==> config.mk <==
export PLATFORM = sky130hd
export DESIGN_NAME = deal_sequencer_flat
export DESIGN_NICKNAME = d
export VERILOG_FILES = /design/src/rtl/deal_sequencer_pkg.sv /design/src/rtl/deal_sequencer_if.sv /design/src/rtl/deal_sequencer_adv_timer.sv /design/src/rtl/deal_sequencer.sv /design/src/flat_wrapper.sv
export SDC_FILE = /design/constraint.sdc
export NUM_CORES = 1
export LEC_CHECK = 0
export CAP_MARGIN = 20
export CORE_MARGIN = 4
export CORE_UTILIZATION = 48
export CTS_CLUSTER_DIAMETER = 30
export CTS_CLUSTER_SIZE = 25
export DETAILED_ROUTE_END_ITERATION = 16
export HOLD_SLACK_MARGIN = 0.06
export PLACE_DENSITY = 0.75
export SLEW_MARGIN = 20
export SYNTH_ARGS = -nofsm -noshare
export SYNTH_HDL_FRONTEND = slang
export SYNTH_SLANG_ARGS = --single-unit
export TNS_END_PERCENT = 1
==> constraint.sdc <==
create_clock -name fast_clock -period 2.2 [get_ports fast_clock]
set_input_delay 0.44 -clock fast_clock [delete_from_list [all_inputs] [get_ports fast_clock]]
set_output_delay 0.44 -clock fast_clock [all_outputs]
set_load 0.03 [all_outputs]
==> src/rtl/deal_sequencer_pkg.sv <==
// Shared types and rule helpers for the baccarat round sequencer.
// Card slots are indexed in deal order so a strobe vector is one-hot in that order.
package deal_pkg;

   typedef enum logic [2:0] {
      ST_IDLE = 3'd0,
      ST_P1   = 3'd1,
      ST_D1   = 3'd2,
      ST_P2   = 3'd3,
      ST_D2   = 3'd4,
      ST_P3   = 3'd5,
      ST_D3   = 3'd6,
      ST_END  = 3'd7
   } state_e;

   localparam logic [3:0] NATURAL_MIN      = 4'd8;
   localparam logic [3:0] PLAYER_STAND_MIN = 4'd6;
   localparam logic [3:0] DEALER_STAND     = 4'd7;

   localparam int SB_PC1 = 0;
   localparam int SB_DC1 = 1;
   localparam int SB_PC2 = 2;
   localparam int SB_DC2 = 3;
   localparam int SB_PC3 = 4;
   localparam int SB_DC3 = 5;

   // Dealer third-card tableau, used only after the player has drawn a third card.
   function automatic logic dealer_draws(input logic [3:0] dscore, input logic [3:0] pcard3);
      logic draw;
      draw = 1'b0;
      if (dscore < DEALER_STAND) begin
         case (dscore)
            4'd3:    draw = (pcard3 != 4'd8);
            4'd4:    draw = (pcard3 >= 4'd2) && (pcard3 <= 4'd7);
            4'd5:    draw = (pcard3 >= 4'd4) && (pcard3 <= 4'd7);
            4'd6:    draw = (pcard3 >= 4'd6) && (pcard3 <= 4'd7);
            default: draw = 1'b1;
         endcase
      end
      return draw;
   endfunction

endpackage

==> src/rtl/deal_sequencer_if.sv <==
// Control/status bundle between the round sequencer and the card datapath/display.
// master drives requests and scores; slave (the sequencer) drives strobes and status.
interface deal_sequencer_if;
   import deal_pkg::*;

   logic       step;
   logic       auto;
   logic [3:0] pscore;
   logic [3:0] dscore;
   logic [3:0] pcard3;
   logic       load_pcard1;
   logic       load_pcard2;
   logic       load_pcard3;
   logic       load_dcard1;
   logic       load_dcard2;
   logic       load_dcard3;
   logic       endround;
   logic       player_win_light;
   logic       dealer_win_light;
   logic       busy;
   logic [2:0] state_out;

   modport master (
      output step, auto, pscore, dscore, pcard3,
      input  load_pcard1, load_pcard2, load_pcard3,
      input  load_dcard1, load_dcard2, load_dcard3,
      input  endround, player_win_light, dealer_win_light, busy, state_out
   );

   modport slave (
      input  step, auto, pscore, dscore, pcard3,
      output load_pcard1, load_pcard2, load_pcard3,
      output load_dcard1, load_dcard2, load_dcard3,
      output endround, player_win_light, dealer_win_light, busy, state_out
   );

endinterface

==> src/rtl/deal_sequencer_adv_timer.sv <==
// Score-settle guard and auto-play timer; busy covers the strobe cycle plus SCORE_LAT-1 after.
// auto_expire fires once the current state has been held AUTO_DELAY cycles.
module adv_timer #(
   parameter int SCORE_LAT  = 2,
   parameter int AUTO_DELAY = 50000000
) (
   input  logic clk,
   input  logic rst,
   input  logic auto_i,
   input  logic adv_i,
   input  logic in_end_i,
   input  logic load_i,
   output logic busy_o,
   output logic auto_expire_o
);

   localparam int GW = (SCORE_LAT < 1) ? 1 : $clog2(SCORE_LAT + 1);
   localparam int AW = (AUTO_DELAY < 2) ? 1 : $clog2(AUTO_DELAY);
   localparam logic [AW-1:0] AUTO_LAST = AW'(AUTO_DELAY - 1);

   logic [GW-1:0] guard_q, guard_d;
   logic [AW-1:0] auto_q, auto_d;

   always_comb begin
      guard_d = guard_q;
      if (load_i) begin
         guard_d = GW'(SCORE_LAT);
      end else if (guard_q != '0) begin
         guard_d = guard_q - GW'(1);
      end
   end

   // Saturates at the last count so a blocked expiry stays pending until the guard clears.
   always_comb begin
      auto_d = auto_q;
      if (!auto_i || adv_i) begin
         auto_d = '0;
      end else if (!in_end_i && auto_q != AUTO_LAST) begin
         auto_d = auto_q + AW'(1);
      end
   end

   always_ff @(posedge clk) begin
      if (rst) begin
         guard_q <= '0;
         auto_q  <= '0;
      end else begin
         guard_q <= guard_d;
         auto_q  <= auto_d;
      end
   end

   assign busy_o        = (guard_q != '0);
   assign auto_expire_o = auto_i && (auto_q == AUTO_LAST);

endmodule

==> src/rtl/deal_sequencer.sv <==
// Baccarat round FSM: one registered load strobe per advance, natural/third-card rules, winner lights.
// Advances (step or auto expiry) arriving while busy or in END are dropped, never queued.
module deal_sequencer
   import deal_pkg::*;
#(
   parameter int SCORE_LAT  = 2,
   parameter int AUTO_DELAY = 50000000
) (
   input  logic            fast_clock,
   input  logic            reset,
   deal_sequencer_if.slave sif
);

   state_e     state_q, state_d;
   logic [5:0] strobe_q, strobe_d;
   logic       endround_q, endround_d;
   logic       plight_q, plight_d;
   logic       dlight_q, dlight_d;
   logic       busy;
   logic       auto_expire;
   logic       adv;

   assign adv = (sif.step | auto_expire) & ~busy & (state_q != ST_END);

   always_comb begin
      state_d    = state_q;
      strobe_d   = '0;
      endround_d = 1'b0;
      plight_d   = plight_q;
      dlight_d   = dlight_q;
      if (adv) begin
         case (state_q)
            ST_IDLE: begin state_d = ST_P1; strobe_d[SB_PC1] = 1'b1; end
            ST_P1:   begin state_d = ST_D1; strobe_d[SB_DC1] = 1'b1; end
            ST_D1:   begin state_d = ST_P2; strobe_d[SB_PC2] = 1'b1; end
            ST_P2:   begin state_d = ST_D2; strobe_d[SB_DC2] = 1'b1; end
            ST_D2: begin
               if (sif.pscore >= NATURAL_MIN || sif.dscore >= NATURAL_MIN) begin
                  state_d = ST_END;
               end else if (sif.pscore < PLAYER_STAND_MIN) begin
                  state_d = ST_P3;
                  strobe_d[SB_PC3] = 1'b1;
               end else if (sif.dscore < PLAYER_STAND_MIN) begin
                  state_d = ST_D3;
                  strobe_d[SB_DC3] = 1'b1;
               end else begin
                  state_d = ST_END;
               end
            end
            ST_P3: begin
               if (dealer_draws(sif.dscore, sif.pcard3)) begin
                  state_d = ST_D3;
                  strobe_d[SB_DC3] = 1'b1;
               end else begin
                  state_d = ST_END;
               end
            end
            default: state_d = ST_END;
         endcase
         // Lights latch from the scores seen on the advance that enters END; a tie lights both.
         if (state_d == ST_END) begin
            endround_d = 1'b1;
            plight_d   = (sif.pscore >= sif.dscore);
            dlight_d   = (sif.dscore >= sif.pscore);
         end
      end
   end

   always_ff @(posedge fast_clock) begin
      if (reset) begin
         state_q    <= ST_IDLE;
         strobe_q   <= '0;
         endround_q <= 1'b0;
         plight_q   <= 1'b0;
         dlight_q   <= 1'b0;
      end else begin
         state_q    <= state_d;
         strobe_q   <= strobe_d;
         endround_q <= endround_d;
         plight_q   <= plight_d;
         dlight_q   <= dlight_d;
      end
   end

   adv_timer #(
      .SCORE_LAT  (SCORE_LAT),
      .AUTO_DELAY (AUTO_DELAY)
   ) u_adv_timer (
      .clk           (fast_clock),
      .rst           (reset),
      .auto_i        (sif.auto),
      .adv_i         (adv),
      .in_end_i      (state_q == ST_END),
      .load_i        (|strobe_d),
      .busy_o        (busy),
      .auto_expire_o (auto_expire)
   );

   assign sif.load_pcard1      = strobe_q[SB_PC1];
   assign sif.load_dcard1      = strobe_q[SB_DC1];
   assign sif.load_pcard2      = strobe_q[SB_PC2];
   assign sif.load_dcard2      = strobe_q[SB_DC2];
   assign sif.load_pcard3      = strobe_q[SB_PC3];
   assign sif.load_dcard3      = strobe_q[SB_DC3];
   assign sif.endround         = endround_q;
   assign sif.player_win_light = plight_q;
   assign sif.dealer_win_light = dlight_q;
   assign sif.busy             = busy;
   assign sif.state_out        = state_q;

endmodule

==> src/flat_wrapper.sv <==
// flat-port wrapper written by rule: the top's interface ports become plain ports
module deal_sequencer_flat import deal_pkg::*;
#(
   parameter int SCORE_LAT  = 2,
   parameter int AUTO_DELAY = 50000000
)
  (fast_clock, reset, sif_step, sif_auto, sif_pscore, sif_dscore, sif_pcard3, sif_load_pcard1, sif_load_pcard2, sif_load_pcard3, sif_load_dcard1, sif_load_dcard2, sif_load_dcard3, sif_endround, sif_player_win_light, sif_dealer_win_light, sif_busy, sif_state_out);
  deal_sequencer_if sif_i ();
  input  logic fast_clock;
  input  logic reset;
  input wire logic [$bits(sif_i.step)-1:0] sif_step;
  input wire logic [$bits(sif_i.auto)-1:0] sif_auto;
  input wire logic [$bits(sif_i.pscore)-1:0] sif_pscore;
  input wire logic [$bits(sif_i.dscore)-1:0] sif_dscore;
  input wire logic [$bits(sif_i.pcard3)-1:0] sif_pcard3;
  output wire logic [$bits(sif_i.load_pcard1)-1:0] sif_load_pcard1;
  output wire logic [$bits(sif_i.load_pcard2)-1:0] sif_load_pcard2;
  output wire logic [$bits(sif_i.load_pcard3)-1:0] sif_load_pcard3;
  output wire logic [$bits(sif_i.load_dcard1)-1:0] sif_load_dcard1;
  output wire logic [$bits(sif_i.load_dcard2)-1:0] sif_load_dcard2;
  output wire logic [$bits(sif_i.load_dcard3)-1:0] sif_load_dcard3;
  output wire logic [$bits(sif_i.endround)-1:0] sif_endround;
  output wire logic [$bits(sif_i.player_win_light)-1:0] sif_player_win_light;
  output wire logic [$bits(sif_i.dealer_win_light)-1:0] sif_dealer_win_light;
  output wire logic [$bits(sif_i.busy)-1:0] sif_busy;
  output wire logic [$bits(sif_i.state_out)-1:0] sif_state_out;
  assign sif_i.step = sif_step;
  assign sif_i.auto = sif_auto;
  assign sif_i.pscore = sif_pscore;
  assign sif_i.dscore = sif_dscore;
  assign sif_i.pcard3 = sif_pcard3;
  assign sif_load_pcard1 = sif_i.load_pcard1;
  assign sif_load_pcard2 = sif_i.load_pcard2;
  assign sif_load_pcard3 = sif_i.load_pcard3;
  assign sif_load_dcard1 = sif_i.load_dcard1;
  assign sif_load_dcard2 = sif_i.load_dcard2;
  assign sif_load_dcard3 = sif_i.load_dcard3;
  assign sif_endround = sif_i.endround;
  assign sif_player_win_light = sif_i.player_win_light;
  assign sif_dealer_win_light = sif_i.dealer_win_light;
  assign sif_busy = sif_i.busy;
  assign sif_state_out = sif_i.state_out;
  deal_sequencer #(.SCORE_LAT(SCORE_LAT), .AUTO_DELAY(AUTO_DELAY)) u_core (.fast_clock(fast_clock), .reset(reset), .sif(sif_i));
endmodule
# Word level (Yosys, flattened, before mapping)
# Index checks and enable logic that the tools add are counted.
dict set report op_classes {
  addsub 2
  n_lt_le_gt_ge 11
  eq_ne 15
  mux 25
  bitwise 5
  reduce_logical 17
}
# cell count
set ops {}
lappend ops {{adder 26 x 1 -> 26 bit, second input constant} 1}
lappend ops {{equality test 26 bit, second input constant} 1}
lappend ops {{!= test 26 bit, second input constant} 1}
lappend ops {{case mux 3 bit (6 select lines)} 1}
lappend ops {{two-way mux 1 bit} 15}
lappend ops {{equality test 3 bit, second input constant} 4}
lappend ops {{equality test 4 x 3 -> 1 bit, second input constant} 3}
lappend ops {{< comparator 4 x 3 -> 1 bit, second input constant} 3}
lappend ops {{two-way mux 3 bit} 3}
lappend ops {{greater-or-equal comparator 4 x 3 -> 1 bit, second input constant} 2}
lappend ops {{greater-or-equal comparator 4 bit} 2}
lappend ops {{greater-or-equal comparator 4 bit, second input constant} 2}
lappend ops {{OR reduction 7 bit} 1}
lappend ops {{equality test 3 x 2 -> 1 bit, second input constant} 2}
lappend ops {{two-way mux 2 bit} 3}
lappend ops {{two-way mux 6 bit} 1}
lappend ops {{OR reduction 6 bit} 1}
lappend ops {{logical AND 1 bit} 5}
lappend ops {{equality test 4 x 2 -> 1 bit, second input constant} 1}
lappend ops {{greater-or-equal comparator 4 x 2 -> 1 bit, second input constant} 1}
lappend ops {{<= comparator 4 x 3 -> 1 bit, second input constant} 1}
lappend ops {{!= test 4 bit, second input constant} 1}
lappend ops {{case mux 1 bit (4 select lines)} 1}
lappend ops {{nonzero test 2 bit} 2}
lappend ops {{other kinds (12)} 17}
dict set report totals {
  register_bits 40
  input_bits 16
  out_inout_bits 13
  word_cells 83
}

# Logic depth before layout (Yosys ltp)
dict set report logic_depth {
  depth_word 11
  ltp_mapped 8
  depth_no_buf 7
}

# By module
# From an unflattened synthesis, not the netlist that was laid out.
dict set report hier_totals {
  hier_cells 249
  hier_area_um2 2080.7
}
# module n_inst cells_per_inst area_per_inst_um2 seq_area_each_um2
set by_module_without_submodules {}
lappend by_module_without_submodules {adv_timer 1 165 1386.3 560.5}
lappend by_module_without_submodules {deal_sequencer 1 84 694.4 240.2}

# Worst setup path before layout
# Ideal clock, no wire load.
dict set report synth_timing {
  path_type {input to register}
  start {in sif_pcard3[2]}
  end {reg u_core.dlight_q, in the netlist u_core.sif.dealer_win_light}
  setup_time_ns 0.121
  t_arrival_ns 2.043
  required_time_ns 2.079
  slack_ns 0.036
  stages 6
  n_path_buf 0
  path_cell_list {nor4b_1 o221ai_1 nor3b_1 o31ai_1 or3b_4 mux2_4}
}
dict set report synth_via {
  elab_chain_len 11
  word_cells_on_any_way 17
  classes_between {order compare: 4; eq/ne: 2; mux: 7; reduce/logical: 4}
}
# element line
set synth_lines {}
lappend synth_lines {{start: declaration} flat_wrapper.sv:15} ;# input wire logic [$bits(sif_i.pcard3)-1:0] sif_pcard3;
lappend synth_lines {{greater-or-equal comparator 4 x 3 -> 1 bit (tied with other cells)} deal_sequencer_pkg.sv:36} ;# 4'd6: draw = (pcard3 >= 4'd6) && (pcard3 <= 4'd7);
lappend synth_lines {{logical AND 1 bit, on equally long branches} {deal_sequencer_pkg.sv:36, deal_sequencer_pkg.sv:34, deal_sequencer_pkg.sv:35}}
lappend synth_lines {{case mux 1 bit (4 select lines) *} deal_sequencer_pkg.sv:32} ;# case (dscore)
lappend synth_lines {{two-way mux 1 bit *} deal_sequencer_pkg.sv:31} ;# if (dscore < DEALER_STAND) begin
lappend synth_lines {{two-way mux 1 bit *} deal_sequencer.sv:32} ;# case (state_q)
lappend synth_lines {{two-way mux 1 bit *} deal_sequencer.sv:31} ;# if (adv) begin
lappend synth_lines {{two-way mux 1 bit *} deal_sequencer.sv:51} ;# if (dealer_draws(sif.dscore, sif.pcard3)) begin
lappend synth_lines {{case mux 3 bit (6 select lines) *} deal_sequencer.sv:32}
lappend synth_lines {{two-way mux 3 bit *} deal_sequencer.sv:31}
lappend synth_lines {{equality test 3 bit *} deal_sequencer.sv:61} ;# if (state_d == ST_END) begin
lappend synth_lines {{AND reduction 2 bit (no source line) *} n/a}
lappend synth_lines {{end signal: assignment} deal_sequencer.sv:81} ;# dlight_q <= dlight_d;
lappend synth_lines {{end: declaration} deal_sequencer.sv:18} ;# logic dlight_q, dlight_d;
# Mark *: on every way between the ends. The rest lies on a longest branch, timed or not. The select of a mux whose other input is x is not followed.
# A chain may end at the register's enable or synchronous reset.

# Final worst setup path
dict set report layout_timing {
  start {reg u_core.u_adv_timer.auto_q[21]}
  end {reg u_core.dlight_q, in the netlist u_core.sif.dealer_win_light}
}
dict set report layout_via {
  elab_chain_len 6
}
# element line
set layout_lines {}
lappend layout_lines {{start: declaration} deal_sequencer_adv_timer.sv:22} ;# logic [AW-1:0] auto_q, auto_d;
lappend layout_lines {{start signal: assignment} deal_sequencer_adv_timer.sv:49} ;# auto_q <= auto_d;
lappend layout_lines {{equality test 26 bit} deal_sequencer_adv_timer.sv:54} ;# assign auto_expire_o = auto_i && (auto_q == AUTO_LAST);
lappend layout_lines {{logical AND 1 bit} deal_sequencer_adv_timer.sv:54}
lappend layout_lines {{OR 1 bit} deal_sequencer.sv:23} ;# assign adv = (sif.step | auto_expire) & ~busy & (state_q != ST_END);
lappend layout_lines {{bitwise AND 1 bit (2 in a row)} deal_sequencer.sv:23}
lappend layout_lines {{AND reduction 2 bit (no source line)} n/a}
# No other way between the ends.

==> out/summary.txt <==
DRC viols: 0
Netlist cell types: 43
Share of cells above drive strength 1: 19.16%
Routed vias/inst: 5.231
Row count: 23
Die Ht: 72.20 um
Primary FF master, synth: dfxtp_1
Number of global-route vias before repair: 1766
Starting density of the core: 49.45%
Yosys warning count: 0
Synth Area in XOR/XNOR: 10.63%
Clk_lat worst skew: 0.29 ns
Vias after detailed routing: 1763
CTS root buffer: clkbuf_8
Critical path type: reg2reg
Die X-Extent: 72.20 um
Dpl cells: 329
Worst path cell trace: nand4_2 -> nor4_2 -> a41o_2 -> nand2_2 -> or3b_4 -> mux2_4
Tmin final: 2.124 ns
Largest family of logic cells by synthesized area: simple AND/OR/NAND/NOR gates
Critical path's slowest cell: dfxtp_1
Post-CTS setup buffers: 0
Remaining Overflow, GRT: 0
Leak: 1.022 nW
Synth Area in Compound Gates: 9.424%
Nature of the critical path endpoint: flop
Worst vdd ir: 0.0003076 V
Fmax achieved: 470.8 MHz
Largest cells by area after synthesis: dfxtp_1 (40%), xor2_1 (8.4%), nor2_1 (7.0%), nand4_1 (5.7%), a21oi_1 (3.5%)
WHS: 0.4477 ns
Delay of the slowest cell on the worst path: 0.44 ns
Non-filler cells, final: 337
I/O Buffers: 28
TritonCTS clock tree: done
Max_slew headroom: 59.53%
Gp weighted congestion: 0.8166
Core area: 4000 sq um
Synth Area per Inst: 8.563 sq um
Max Cap Viol: 0
Outcome: complete, no violations
Cell Area, Synth: 1978 sq um
Nets: 307
First-pass GRT wire length: 7.838 mm
Power density over cell area: 537.3 nW/um^2
Asr flop ratio synth: 0%
Fin area: 2626 sq um
CP required: 2.38 ns
Fin. Hold Viols: 0
Fin Setup TNS: 0 ns
Top delay family on crit path: simple AND/OR/NAND/NOR gates
Final period utilization: 96.55%
FF-to-FF setup slack: 0.08 ns
Initial antenna violation count: 0
Slew of the pin with the lowest slew margin: 0.6071 ns
Reg clk slew, reported paths: 0.07 ns
Drt wl/cell: 13.07 um
Total power: 1.411 mW
Startpoint Class: flop
Total CTS buffers: 5
H-tree depth: 2
Most frequent cell after synthesis: dfxtp_1
Drt initial violations: 71
Buffers and inverters on the worst path: 0
Post-synth top area share: 40.48%
Full die area: 5212 sq um
N_diodes: 0
CTS max path bufs: 2
Setup violations, final: 0
Pins Over Slew Limit: 0
Met3 wire len: 202 um
Post-synth top cells: dfxtp_1 (40), nor2_1 (37), xor2_1 (19), nand4_1 (18), nand2_1 (15)
Wire length on met2: 2.041 mm
Mapped Cells: 231
Post-Synth Simple-Gate Area: 30.93%
WP data arrival: 2.30 ns
Syn nets: 252
Crit-path max FO: 4
Final ANT Viol Nets: 0
Flip-flop and latch count after synthesis: 40
Post-DP HPWL: 3.396 mm
Drt total wl: 4.405 mm
Register area share after synthesis: 40.48%
Synth Area in Adders: 3.163%
Hold Path Class: reg2reg
Setup Skew: 0.002930 ns
Synth-to-layout area growth: 32.76%
TritonRoute pass-1 iters: 4
Cell type with the largest total area after synthesis: dfxtp_1
Placed instance area: 2507 sq um
Met1 wire length: 2.124 mm
Pin count of the biggest net entering global routing: 20
Mux cell area share after synthesis: 1.265%
Global Route Usage Sum: 18.84%
Post-synth EDFFs: 0
Ports: 29
Max Used Layer: met4
Clk sinks: 40
-- report_power, final --
group	switching [mW]	internal (mW)
logic	0.0836	0.0892
registers	0.0114	0.732
clock network	0.245	0.250
total	0.340	1.07
-- placed cells by master (no fill, tap or decap), types with 3 or more instances in the layout --
master	n
clkbuf_8	6
inv_1	14
and3_1	5
dlygate4sd2_1	5
nor3b_1	3
a21oi_1	13
buf_4	26
clkdlybuf4s50_1	23
ha_1	5
nand2_1	15
nand3_1	9
xnor2_1	5
dfxtp_1	38
nand4_1	18
xor2_1	19
nor2_1	37
-- final timing paths --
kind / from / end / cells after the start
worst max-delay path: u_core.u_adv_timer.auto_q[21]$_SDFFE_PP0P_ / u_core.sif.dealer_win_light$_SDFFE_PP0P_ / 6
worst min register to register: u_core.u_adv_timer.guard_q[0]$_SDFFE_PP0P_ / u_core.u_adv_timer.guard_q[0]$_SDFFE_PP0P_ / 1
worst min-delay path: u_core.u_adv_timer.guard_q[0]$_SDFFE_PP0P_ / u_core.u_adv_timer.guard_q[0]$_SDFFE_PP0P_ / 1
worst max register to register: u_core.u_adv_timer.auto_q[21]$_SDFFE_PP0P_ / u_core.sif.dealer_win_light$_SDFFE_PP0P_ / 6
-- through the flow --
stage | setup slack [ns] | util [%]
after floorplan | 0.03572 | -
after global placement | -0.4372 | 62.68
after detailed placement | -0.5002 | 62.68
after CTS | 0.06897 | 65.12
after global routing | -0.02339 | 65.66
final | 0.07589 | 65.66
-- area by class of cell --
| cell class | count | area [sq um] |
|---|---|---|
| clock inverters | 2 | 10.01 |
| multi-input cells | 170 | 1126 |
| flip-flops and latches | 40 | 803.3 |
| fillers | 339 | 1374 |
| well taps | 50 | 62.56 |
| clock buffers | 6 | 82.58 |
| inverters | 14 | 52.55 |
| repair buffers | 55 | 489.2 |
-- repair_timing --
action | CTS | global route
resized for setup | 7 | 7
pin swaps | 3 | 0
hold buffers | 0 | 0
endpoints found under the setup margin | 2 | 12
hold endpoints to repair | 0 | 0
-- metal layers --
metal / track usage (%) / vias to the layer above
li1: - / 912
met1: 25.87 / 806
met2: 29.22 / 41
met3: 4.848 / 4
met4: 5.428 / 0
met5: 0 / -
-- cell families after synthesis --
| kind of cell | after synthesis |
|---|---|
| buf+inv | 21 |
| fa+ha+maj | 5 |
| simple gates | 113 |
| flops | 40 |
| compound gates | 26 |
| mux | 2 |
| xor+xnor | 24 |
-- worst reg2reg max path: stages (launching register included) --
cell and delay [ns]:
dfxtp_1 0.44, nand4_2 0.17, nor4_2 0.38, a41o_2 0.26, nand2_2 0.06, or3b_4 0.42
mux2_4 0.30
-- sequential cells by signal, indices dropped and copies added, names as in the netlist --
register	flops
u_core.sif.player_win_light	1
u_core.strobe_q	6
u_core.sif.state_out	3
u_core.u_adv_timer.auto_q	26
u_core.sif.dealer_win_light	1
u_core.u_adv_timer.guard_q	2
u_core.sif.endround	1
Note: power is estimated with default switching activity, not from simulation.
